`config.mk`:
```
export PLATFORM = sky130hd
export DESIGN_NAME = bin_to_bcd_serial_flat
export DESIGN_NICKNAME = d
export VERILOG_FILES = /design/src/rtl/bin_to_bcd_serial_if.sv /design/src/rtl/bin_to_bcd_serial.sv /design/src/flat_wrapper.sv
export SDC_FILE = /design/constraint.sdc
export NUM_CORES = 1
export LEC_CHECK = 0
export BUFFER_PORTS_ARGS = -buffer_cell sky130_fd_sc_hd__buf_2
export CAP_MARGIN = 15
export CORE_MARGIN = 3
export CORE_UTILIZATION = 55
export DETAILED_ROUTE_END_ITERATION = 10
export PLACE_DENSITY_LB_ADDON = 0.15
export SETUP_SLACK_MARGIN = 0.15
export SLEW_MARGIN = 20
export SYNTH_ARGS = -nofsm -noshare
export SYNTH_HDL_FRONTEND = slang
export SYNTH_SLANG_ARGS = --single-unit
```
`constraint.sdc`:
```
create_clock -name clock -period 3.7 [get_ports clock]
set_clock_uncertainty 0.1 [all_clocks]
set_input_delay 0.37 -clock clock [delete_from_list [all_inputs] [get_ports clock]]
set_output_delay 0.37 -clock clock [all_outputs]
set_load 0.005 [all_outputs]
```
`src/rtl/bin_to_bcd_serial_if.sv`:
```
// Handshake and result bundle between the switch front end and the serial BCD converter.
interface bin_to_bcd_serial_if #(
    parameter int unsigned IN_WIDTH = 8,
    parameter int unsigned DIGITS   = 4
);
    logic                  start;
    logic [IN_WIDTH-1:0]   bin;
    logic                  busy;
    logic                  done;
    logic [4*DIGITS-1:0]   bcd;
    logic [DIGITS-1:0]     blank;

    modport master (
        output start, bin,
        input  busy, done, bcd, blank
    );

    modport slave (
        input  start, bin,
        output busy, done, bcd, blank
    );
endinterface

```
`src/rtl/bin_to_bcd_serial.sv`:
```
// Serial double-dabble binary-to-BCD converter, one input bit per clock, with a
// leading-zero blank mask. Results are held between conversions.
module bin_to_bcd_serial #(
    parameter int unsigned IN_WIDTH = 8,
    parameter int unsigned DIGITS   = 4
) (
    input logic                clock,
    input logic                reset,
    bin_to_bcd_serial_if.slave bus
);

    localparam int unsigned BcdW = 4 * DIGITS;
    localparam int unsigned CntW = $clog2(IN_WIDTH + 1);
    localparam logic [DIGITS-1:0] BlankRst = ~DIGITS'(1);

    typedef enum logic [0:0] {StIdle, StShift} state_e;

    state_e              state_q;
    logic [IN_WIDTH-1:0] shift_q;
    logic [BcdW-1:0]     scratch_q;
    logic [BcdW-1:0]     scratch_d;
    logic [BcdW-1:0]     adj;
    logic [BcdW-1:0]     bcd_q;
    logic [DIGITS-1:0]   blank_q;
    logic [DIGITS-1:0]   blank_d;
    logic [CntW-1:0]     cnt_q;
    logic                busy_q;
    logic                done_q;
    logic                lead_nz;

    // Add-3 per nibble (no inter-nibble carry), then shift in the next input bit.
    always_comb begin
        adj = scratch_q;
        for (int i = 0; i < int'(DIGITS); i++) begin
            if (scratch_q[4*i +: 4] >= 4'd5) begin
                adj[4*i +: 4] = scratch_q[4*i +: 4] + 4'd3;
            end
        end
        scratch_d = {adj[BcdW-2:0], shift_q[IN_WIDTH-1]};
    end

    // A digit blanks only while it and every digit above it are zero; ones never blanks.
    always_comb begin
        lead_nz = 1'b0;
        blank_d = '0;
        for (int i = int'(DIGITS) - 1; i >= 1; i--) begin
            lead_nz    = lead_nz | (scratch_d[4*i +: 4] != 4'd0);
            blank_d[i] = ~lead_nz;
        end
    end

    always_ff @(posedge clock or negedge reset) begin
        if (!reset) begin
            state_q   <= StIdle;
            shift_q   <= '0;
            scratch_q <= '0;
            cnt_q     <= '0;
            bcd_q     <= '0;
            blank_q   <= BlankRst;
            busy_q    <= 1'b0;
            done_q    <= 1'b0;
        end else begin
            done_q <= 1'b0;
            unique case (state_q)
                StIdle: begin
                    if (bus.start) begin
                        shift_q   <= bus.bin;
                        scratch_q <= '0;
                        cnt_q     <= CntW'(IN_WIDTH);
                        busy_q    <= 1'b1;
                        state_q   <= StShift;
                    end
                end
                StShift: begin
                    shift_q   <= shift_q << 1;
                    scratch_q <= scratch_d;
                    cnt_q     <= cnt_q - CntW'(1);
                    if (cnt_q == CntW'(1)) begin
                        bcd_q   <= scratch_d;
                        blank_q <= blank_d;
                        done_q  <= 1'b1;
                        busy_q  <= 1'b0;
                        state_q <= StIdle;
                    end
                end
                default: state_q <= StIdle;
            endcase
        end
    end

    assign bus.busy  = busy_q;
    assign bus.done  = done_q;
    assign bus.bcd   = bcd_q;
    assign bus.blank = blank_q;

endmodule

```
`src/flat_wrapper.sv`:
```
// flat-port wrapper written by rule: the top's interface ports become plain ports
module bin_to_bcd_serial_flat 
#(
    parameter int unsigned IN_WIDTH = 8,
    parameter int unsigned DIGITS   = 4
)
  (clock, reset, bus_start, bus_bin, bus_busy, bus_done, bus_bcd, bus_blank);
  bin_to_bcd_serial_if #(.IN_WIDTH(IN_WIDTH), .DIGITS(DIGITS)) bus_i ();
  input logic clock;
  input logic reset;
  input wire logic [$bits(bus_i.start)-1:0] bus_start;
  input wire logic [$bits(bus_i.bin)-1:0] bus_bin;
  output wire logic [$bits(bus_i.busy)-1:0] bus_busy;
  output wire logic [$bits(bus_i.done)-1:0] bus_done;
  output wire logic [$bits(bus_i.bcd)-1:0] bus_bcd;
  output wire logic [$bits(bus_i.blank)-1:0] bus_blank;
  assign bus_i.start = bus_start;
  assign bus_i.bin = bus_bin;
  assign bus_busy = bus_i.busy;
  assign bus_done = bus_i.done;
  assign bus_bcd = bus_i.bcd;
  assign bus_blank = bus_i.blank;
  bin_to_bcd_serial #(.IN_WIDTH(IN_WIDTH), .DIGITS(DIGITS)) u_core (.clock(clock), .reset(reset), .bus(bus_i));
endmodule
```
## Word-level counts from Yosys, hierarchy flattened

Index checks and enable logic that the tools add are counted.
W data, S select, Z words.

| word-level totals | value |
|---|---|
| output and inout port bits | 22 |
| input port bits | 11 |
| memory bits (writable) | 0 |
| memories kept | 0 |
| register bits after elaboration | 50 |
| latch bits | 0 |
| ROM bits | 0 |
| word-level logic and storage cells | 49 |

| operators by class | value |
|---|---|
| bitwise logic cells | 6 |
| add/subtract/negate cells | 5 |
| reduce and logical (&&, ||, !) cells | 5 |
| equal/unequal tests | 3 |
| shift-type cells | 0 |
| divide/modulo/power cells | 0 |
| multiply operators | 0 |
| muxes and demuxes | 18 |
| magnitude comparators | 4 |

Operators with widths:

| kind | count |
|---|---|
| $pmux W16 S2 | 1 |
| $ge A4 B3 Y1 const B | 4 |
| $mux W16 | 1 |
| $mux W4 | 4 |
| $pmux W8 S2 | 1 |
| $add A4 B2 Y4 const B | 3 |
| $reduce_bool A4 Y1 | 3 |
| $mux W8 | 1 |
| $pmux W4 S2 | 1 |
| $mux W1 | 6 |
| $eq A4 B1 Y1 const B | 1 |
| $ne A2 B2 Y1 const B | 2 |
| $not A1 Y1 | 4 |
| $pmux W1 S2 | 2 |
| $reduce_and A2 Y1 | 2 |
| $sub A4 B1 Y4 const B | 1 |
| $add A3 B2 Y3 const B | 1 |
| $mux W3 | 1 |
| $or A1 B1 Y1 | 2 |

## Longest topological paths before layout

Gate-level depths: netlist (run 1).

| depth | value |
|---|---|
| word-level depth | 6 |
| depth in mapped cells | 7 |
| depth with buffers taken out | 7 |

## Worst setup path after synthesis (run 1)

No wires, ideal clock.

| path | value |
|---|---|
| path type | register to register |
| start point | register u_core.scratch_q[8] |
| end point | register u_core.blank_q[1] (netlist: u_core.bus.blank[1]) |
| path slack | 2.011 ns |
| path buffers | 0 |
| setup time | 0.086 ns |
| data required time | 3.514 ns |
| arrival time | 1.503 ns |
| cell stages (with the launch flop) | 8 |
| cell sequence | dfrtp_1 inv_1 ha_1 nand2b_1 a21oi_2 mux2i_1 nand4_1 o31ai_2 |

| between the ends | value |
|---|---|
| word-level cells in the longest chain between the ends | 6 |
| elaborated cells on any way between the ends | 8 |
| those cells by class | add/sub: 1; order compare: 1; mux: 1; bitwise: 3; reduce/logical: 2 |

Ends and longest elaborated chain:

| element | RTL line | text |
|---|---|---|
| from (decl) | bin_to_bcd_serial.sv:20 | `logic [BcdW-1:0] scratch_q;` |
| from (signal assigned) | bin_to_bcd_serial.sv:76 | `scratch_q <= scratch_d;` |
| $add A4 B2 Y4 / $ge A4 B3 Y1 (equally long branches) | bin_to_bcd_serial.sv:36, bin_to_bcd_serial.sv:35 |  |
| $mux W4 * | bin_to_bcd_serial.sv:35 | `if (scratch_q[4*i +: 4] >= 4'd5) begin` |
| $reduce_bool A4 Y1 | bin_to_bcd_serial.sv:47 | `lead_nz = lead_nz \| (scratch_d[4*i +: 4] != 4'd0);` |
| $or A1 B1 Y1 * (2 in a row) | bin_to_bcd_serial.sv:47 |  |
| $not A1 Y1 * | bin_to_bcd_serial.sv:48 | `blank_d[i] = ~lead_nz;` |
| to (signal assigned) | bin_to_bcd_serial.sv:59 | `blank_q <= BlankRst;` |
| to (signal assigned) | bin_to_bcd_serial.sv:80 | `blank_q <= blank_d;` |
| to (decl) | bin_to_bcd_serial.sv:24 | `logic [DIGITS-1:0] blank_q;` |

Mark *: on every way between the ends. The rest lies on a longest branch, timed or not.
A chain may end at the register's enable or synchronous reset.

## Worst setup path after layout (run 1)

| path | value |
|---|---|
| start point | register u_core.state_q |
| end point | register u_core.blank_q[1] (netlist: u_core.bus.blank[1]) |

| between the ends | value |
|---|---|
| word-level cells in the longest chain between the ends | 1 |

Ends and longest elaborated chain:

| element | RTL line | text |
|---|---|---|
| from (decl) | bin_to_bcd_serial.sv:18 | `state_e state_q;` |
| from (signal assigned) | bin_to_bcd_serial.sv:54 | `state_q <= StIdle;` |
| from (signal assigned) | bin_to_bcd_serial.sv:71 | `state_q <= StShift;` |
| from (signal assigned) | bin_to_bcd_serial.sv:83 | `state_q <= StIdle;` |
| $reduce_and A2 Y1 (no line) | -- |  |

Every way passes these cells.

==> results of run 1 <==
worst max-delay path: stages, from the launching register on:
cell      delay [ns]
dfrtp_1         0.74
inv_2           0.41
nor2_2          0.19
nand3b_1        0.09
buf_4           0.22
inv_2           0.22
nand4_1         0.16
o31ai_2         0.25
worst max-delay path by stage:
stage | start | end | slack, ns | depth (start not counted)
after floorplan | u_core.scratch_q[8]$_DFFE_PN0P_ | u_core.bus.blank[1]$_DFFE_PN1P_ | 2.01 | 7
after global placement | u_core.state_q$_DFF_PN0_ | u_core.bus.blank[1]$_DFFE_PN1P_ | 1.34 | 7
after detailed placement | u_core.state_q$_DFF_PN0_ | u_core.bus.blank[1]$_DFFE_PN1P_ | 1.26 | 7
after CTS | u_core.state_q$_DFF_PN0_ | u_core.bus.blank[1]$_DFFE_PN1P_ | 1.22 | 7
after global routing | u_core.state_q$_DFF_PN0_ | u_core.bus.blank[1]$_DFFE_PN1P_ | 0.96 | 7
final | u_core.state_q$_DFF_PN0_ | u_core.bus.blank[1]$_DFFE_PN1P_ | 1.23 | 7
power by group:
group          total (W)  switching, W  internal, W
clock network   0.000326      0.000174     0.000153
registers       0.000997      0.000205     0.000791
logic            0.00110      0.000596     0.000505
total            0.00242      0.000975      0.00145
flip-flops by register name, indices dropped and copies added, names as in the netlist:
signal and count:
u_core.bus.busy 1, u_core.bus.done 1, u_core.bus.bcd 16, u_core.state_q 1, u_core.scratch_q 16, u_core.shift_q 8, u_core.bus.blank 3, u_core.cnt_q 4
through the flow:
stage	total power, W	setup WS, ns	cell area (µm²)	hold slack, ns	cells
2_1_floorplan	0.001819	2.011	2415	-0.02559	240
3_3_place_gp	0.002078	1.342	2579	0.3516	310
3_5_place_dp	0.002122	1.262	2579	0.3525	310
4_1_cts	0.002452	1.220	2669	0.2013	318
5_1_grt	0.002661	0.9572	2671	0.01036	318
6_report	0.002424	1.227	2671	-0.03146	318
cells in the mapped netlist (2+ instances only):
| cell type | n | share of area |
|---|---|---|
| a21oi_1 | 11 | 0.023 |
| a21oi_2 | 3 | 0.011 |
| a31o_1 | 2 | 0.0073 |
| a31o_2 | 2 | 0.0073 |
| buf_2 | 4 | 0.0083 |
| clkbuf_1 | 5 | 0.0078 |
| dfrtp_1 | 47 | 0.49 |
| dfstp_2 | 3 | 0.033 |
| ha_1 | 10 | 0.052 |
| inv_1 | 11 | 0.017 |
| inv_2 | 2 | 0.0031 |
| mux2_2 | 2 | 0.0093 |
| mux2i_1 | 9 | 0.037 |
| nand2_1 | 43 | 0.067 |
| nand2b_1 | 3 | 0.0078 |
| nor2_1 | 11 | 0.017 |
| nor3b_1 | 6 | 0.019 |
| o21ai_0 | 11 | 0.023 |
| o21ai_1 | 15 | 0.031 |
| o22ai_1 | 11 | 0.028 |
| xnor2_1 | 4 | 0.015 |
logic make-up after synthesis:
group | count (synthesis) | synth area share
AOI/OAI and AO/OA | 64 | 0.1679
xor gates and xnor gates | 4 | 0.01451
adders and majority gates | 10 | 0.05181
buffers and inverters | 25 | 0.04560
DFF | 50 | 0.5197
muxes | 12 | 0.05285
other | 1 | 0.001553
and+or+nand+nor | 74 | 0.1461
metal layers:
metal / vias to the layer above / track usage
met5: - / 0
met4: 0 / 0.07307
met3: 10 / 0.05540
met2: 35 / 0.3134
met1: 779 / 0.2480
li1: 872 / -
cells in the final DEF, fill, tap and decap left out, types with 2 or more instances in the layout:
cell type,n
nand2b_1,3
clkbuf_1,2
a31o_2,2
buf_2,30
a31o_1,2
inv_1,11
nand2_1,43
nor3b_1,6
nor2_1,11
mux2_2,2
a21oi_1,11
a21oi_2,3
dfstp_2,3
o21ai_1,15
xnor2_1,4
dfrtp_1,47
inv_2,2
ha_1,10
o22ai_1,11
buf_4,2
mux2i_1,9
o21ai_0,11
clkbuf_8,6
final cells by class:
type	count	area, µm²
clock buffer	8	90.09
fill	352	1444
inverter	13	48.80
multi-input combinational	165	1050
sequential	50	1255
tap	50	62.56
timing repair buffer	32	165.2
==> results.ini, run 1 <==
[clock_network]
clk_pin_slew_ns=0.09
cts_setup_buffers=0
clock_sinks=50
htreeDepth=2
cts_resized=0
cts_hold_buf=0
cts_buffers=5
cts_root_buf=clkbuf_8
cts_buffer_depth=2
cts_tree=yes
insertion_delay_ns=0.30

[timing]
finalSetupViolCount=0
post-route-min-period_ns=2.473
fmax_ghz=0.4044
final.setup.tns_ns=0
whs_ns=-0.03146
fin_crit_sh=0.6683
maxSlewHeadroom=0.5879
tightest_slew_ns=0.6182
finalMaxSlewViolations=0
rsz0062_at_grt=false
finalHoldViolations=47

[synthesis]
ys_types=46
yosysSeqAreaShare=0.5197
synth_edf_count=0
synth_async_sr_flop_share=1.000
syn-num-nets=261
ys_seq_elements=50
syn_avg_cell_area_um2=10.06
synth_area_um2=2415
syn-instance-count=240
synth_top_flop_cell=dfrtp_1
yosysWarningCount=0

[setup_path]
worst_setup_path_end_kind=flop
worst_setup_path_start_kind=flop
r2r_start=u_core.state_q$_DFF_PN0_
rr_endpoint=u_core.bus.blank[1]$_DFFE_PN1P_
ff2ff_setup_slack_ns=1.23
worstRegToRegCells=7
required_ns=3.82
crit_fanout=34
critical_path_class=reg2reg
arrival_ns=2.59

[global_route]
gr-total-overflow=0
grt_pass1_vias=1705
groute.usage.overall=0.1941
antenna_found_initial=0
grt_pass1_wl_um=7838
grt_max_degree=51

[finish]
n_antenna_cell=0
layout-drive-gt1-share=0.2239
area_growth_pct=10.62
fin_nets=288
utilization=0.6491

[outcome]
status=finished with violations
violations=negative hold slack

[place]
io_buffers=31
dp_hpwl_um=3113
place_congestion=0.7429

[route]
drt_iter0_drc=89
dr_wl_met3_um=232
dr.pass1.iters=4
wire_per_inst_um=14.03
dr.max_layer_used=met4
dr_total_vias=1696
detail-route-antenna-nets=0
drc=0
viasPerCell=5.333
wl_met1_um=2007
wirelength_um=4462
wl_met2_um=2130

[die]
core.rowCount=23
start_util=0.5868
core-area_um2=4115
die_area_um2=5222
die_w_um=72.26
dieHeight_um=72.26
io_pins=33

[power_and_ir_drop]
p_leak_nw=1.268
powerDensity_nw_per_um2=907.5
ir_drop_mv=0.4671

[worst_hold_path]
worstHoldPathType=in2async

[job]
drv_cap=0

(Power assumes the default switching activity.)
==> run 2, diff against run 1 <==
ABC_AREA = 1   (was default)
CORE_UTILIZATION = 51   (was 55)
clock period = 2.2 ns   (was 3.7 ns; I/O delays follow)
==> run 2 against run 1 <==
Effect of this change:
- the flow now finishes without violations
- sequential share of layout area increased by 0.81 points
- synthesized cell count is 12% higher
- design area shrank 1.7%
- sequential cell count is the same
- register-to-register slack worse by 0.71 ns
- maximum frequency up 47%
- combinational power rose by 68%
- clock power grew 62%
- final cell count grew 11%
- worst setup slack worse by 0.71 ns
- area after synthesis down 3.5%
- wire length is 0.85% lower
- largest power group unchanged
==> results.ini, run 2 <==
[outcome]
status=finished, final reports clean

[synthesis]
syn-instance-count=269
ys_top_cells_by_area=dfrtp_1 50%, nand2_1 13%, ha_1 5.4%, inv_1 4.3%, o22ai_1 4.3%
synth_async_sr_flop_share=1.000
yosysWarningCount=0
yosys-top-cells-count=81 x nand2_1, 47 x dfrtp_1, 27 x inv_1
yosysTopAreaCell=dfrtp_1
syn-num-nets=290
synth_top_flop_cell=dfrtp_1
ys_seq_elements=50
synth_area_um2=2331
syn_avg_cell_area_um2=8.665
synth_most_common_cell=nand2_1
ys_types=27
yosysTopAreaCellShare=0.5046
yosysSeqAreaShare=0.5384
synth_edf_count=0

[clock_network]
cts_resized=0
cts_root_buf=clkbuf_8
cts_tree=yes
insertion_delay_ns=0.30
cts_buffer_depth=2
clock_sinks=50
cts_buffers=5
clk_pin_slew_ns=0.09
htreeDepth=2

[global_route]
antenna_found_initial=0
grt_pass1_wl_um=7707
gr-total-overflow=0
grt_max_degree=51
groute.usage.overall=0.1812
grt_pass1_vias=1776

[die]
die_w_um=73.61
start_util=0.5548
core.rowCount=23
io_pins=33
dieHeight_um=73.61
core-area_um2=4202
die_area_um2=5418

[setup_path]
r2r_start=u_core.state_q$_DFF_PN0_
rr_endpoint=u_core.cnt_q[3]$_DFFE_PN0P_
worst_setup_path_end_kind=flop
worst_setup_path_start_kind=flop
crit_fanout=20
cp_cell_sequence=nor2_2 -> inv_2 -> nand4_1 -> a21oi_1 -> o21ai_1
slowest_delay_ns=0.60
required_ns=2.30
ff2ff_setup_slack_ns=0.52
worstRegToRegCells=5
critical_path_class=reg2reg
cp_slowest_cell=dfrtp_1
arrival_ns=1.78

[place]
dp_hpwl_um=3086
io_buffers=31
placedCellCount=345
place_congestion=0.8422

[timing]
final.setup.tns_ns=0
finalHoldViolations=0
tightest_slew_ns=0.6135
whs_ns=0.01762
post-route-min-period_ns=1.682
finalMaxSlewViolations=0
maxSlewHeadroom=0.5910
fmax_ghz=0.5947
rsz0062_at_grt=false
finalSetupViolCount=0
fin_crit_sh=0.7643

[worst_hold_path]
whs_endpoint=u_core.shift_q[6]$_DFFE_PN0P_
hold_depth=3
min_from=bus_bin[6]
worstHoldPathType=in2reg

[route]
detail-route-antenna-nets=0
wirelength_um=4424
drc=0
dr.pass1.iters=4
drt_iter0_drc=154
viasPerCell=5.243
wire_per_inst_um=12.50
dr_total_vias=1856

[finish]
finalNonFillerCells=354
area_growth_pct=12.67
layout_common_cells=81 x nand2_1, 47 x dfrtp_1, 31 x buf_2, 27 x inv_1
fin_nets=324
final_common_cell=nand2_1
n_antenna_cell=0
layout-drive-gt1-share=0.1809

[power_and_ir_drop]
ir_drop_mv=0.7023
p_total_w=0.003963
powerDensity_nw_per_um2=1509
p_leak_nw=1.376

[job]
drv_cap=0

## run 2: worst max-delay path by stage
stage	cells after the start	to	startpoint
2_1_floorplan	10	u_core.bus.blank[1]$_DFFE_PN1P_	u_core.scratch_q[8]$_DFFE_PN0P_
3_3_place_gp	10	u_core.bus.blank[1]$_DFFE_PN1P_	u_core.scratch_q[8]$_DFFE_PN0P_
3_5_place_dp	5	u_core.cnt_q[3]$_DFFE_PN0P_	u_core.state_q$_DFF_PN0_
4_1_cts	5	u_core.cnt_q[3]$_DFFE_PN0P_	u_core.state_q$_DFF_PN0_
5_1_grt	10	u_core.bus.blank[1]$_DFFE_PN1P_	u_core.scratch_q[9]$_DFFE_PN0P_
6_report	5	u_core.cnt_q[3]$_DFFE_PN0P_	u_core.state_q$_DFF_PN0_
## run 2: cells by family (layout without fill, tap and decap cells)
logic type	Yosys count	in the layout	share of synthesized area
other cells	1	1	0.001609
simple gates	117	117	0.2147
compound gates	50	50	0.1197
buf+inv	40	75	0.06817
fa+ha+maj	10	10	0.05368
xor+xnor	1	1	0.003758
flops	50	50	0.5384
## run 2: report_power, final
group	internal (W)	total, W	switching, W
Sequential	0.00133	0.00158	0.000248
Clock	0.000226	0.000529	0.000304
Combinational	0.000698	0.00185	0.00115
Total	0.00226	0.00396	0.00171
## run 2: final cells by class
cell class,count,area [µm²]
clock buffers,7,76.32
flip-flops and latches,50,1255
multi-input cells,179,917.1
repair buffers,35,187.7
inverters,32,120.1
fillers,382,1575
clock inverters,1,7.507
well taps,50,62.56
## run 2: critical path: cells and delay by family (launching register included)
kind	cells	cell delay, ns
AOI/OAI and AO/OA	2	0.23
buffers and inverters	1	0.30
DFF	1	0.60
and+or+nand+nor	2	0.34
## run 2: routing by layer
| metal | up-vias | wire [µm] | share of wire | GRT usage |
|---|---|---|---|---|
| li1 | 946 | - | - | - |
| met1 | 868 | 2196 | 0.50 | 0.2456 |
| met2 | 35 | 1974 | 0.45 | 0.2913 |
| met3 | 7 | 195 | 0.044 | 0.04104 |
| met4 | 0 | 59 | 0.013 | 0.05231 |
| met5 | - | 0 | 0 | 0 |
## run 2: repair_timing
item	CTS	global route
hold buffers	1	0
hold endpoints to repair	47	0
buffers inserted	0	0
## run 2: metrics by stage
step / instance area (µm²) / utilization / worst slack (ns)
finish: 2626 / 0.6251 / 0.5185
global route: 2626 / 0.6251 / 0.2970
CTS: 2626 / 0.6251 / 0.5128
detailed placement: 2532 / 0.6027 / 0.5127
global placement: 2532 / 0.6027 / 0.5745
floorplan: 2331 / - / 0.7524
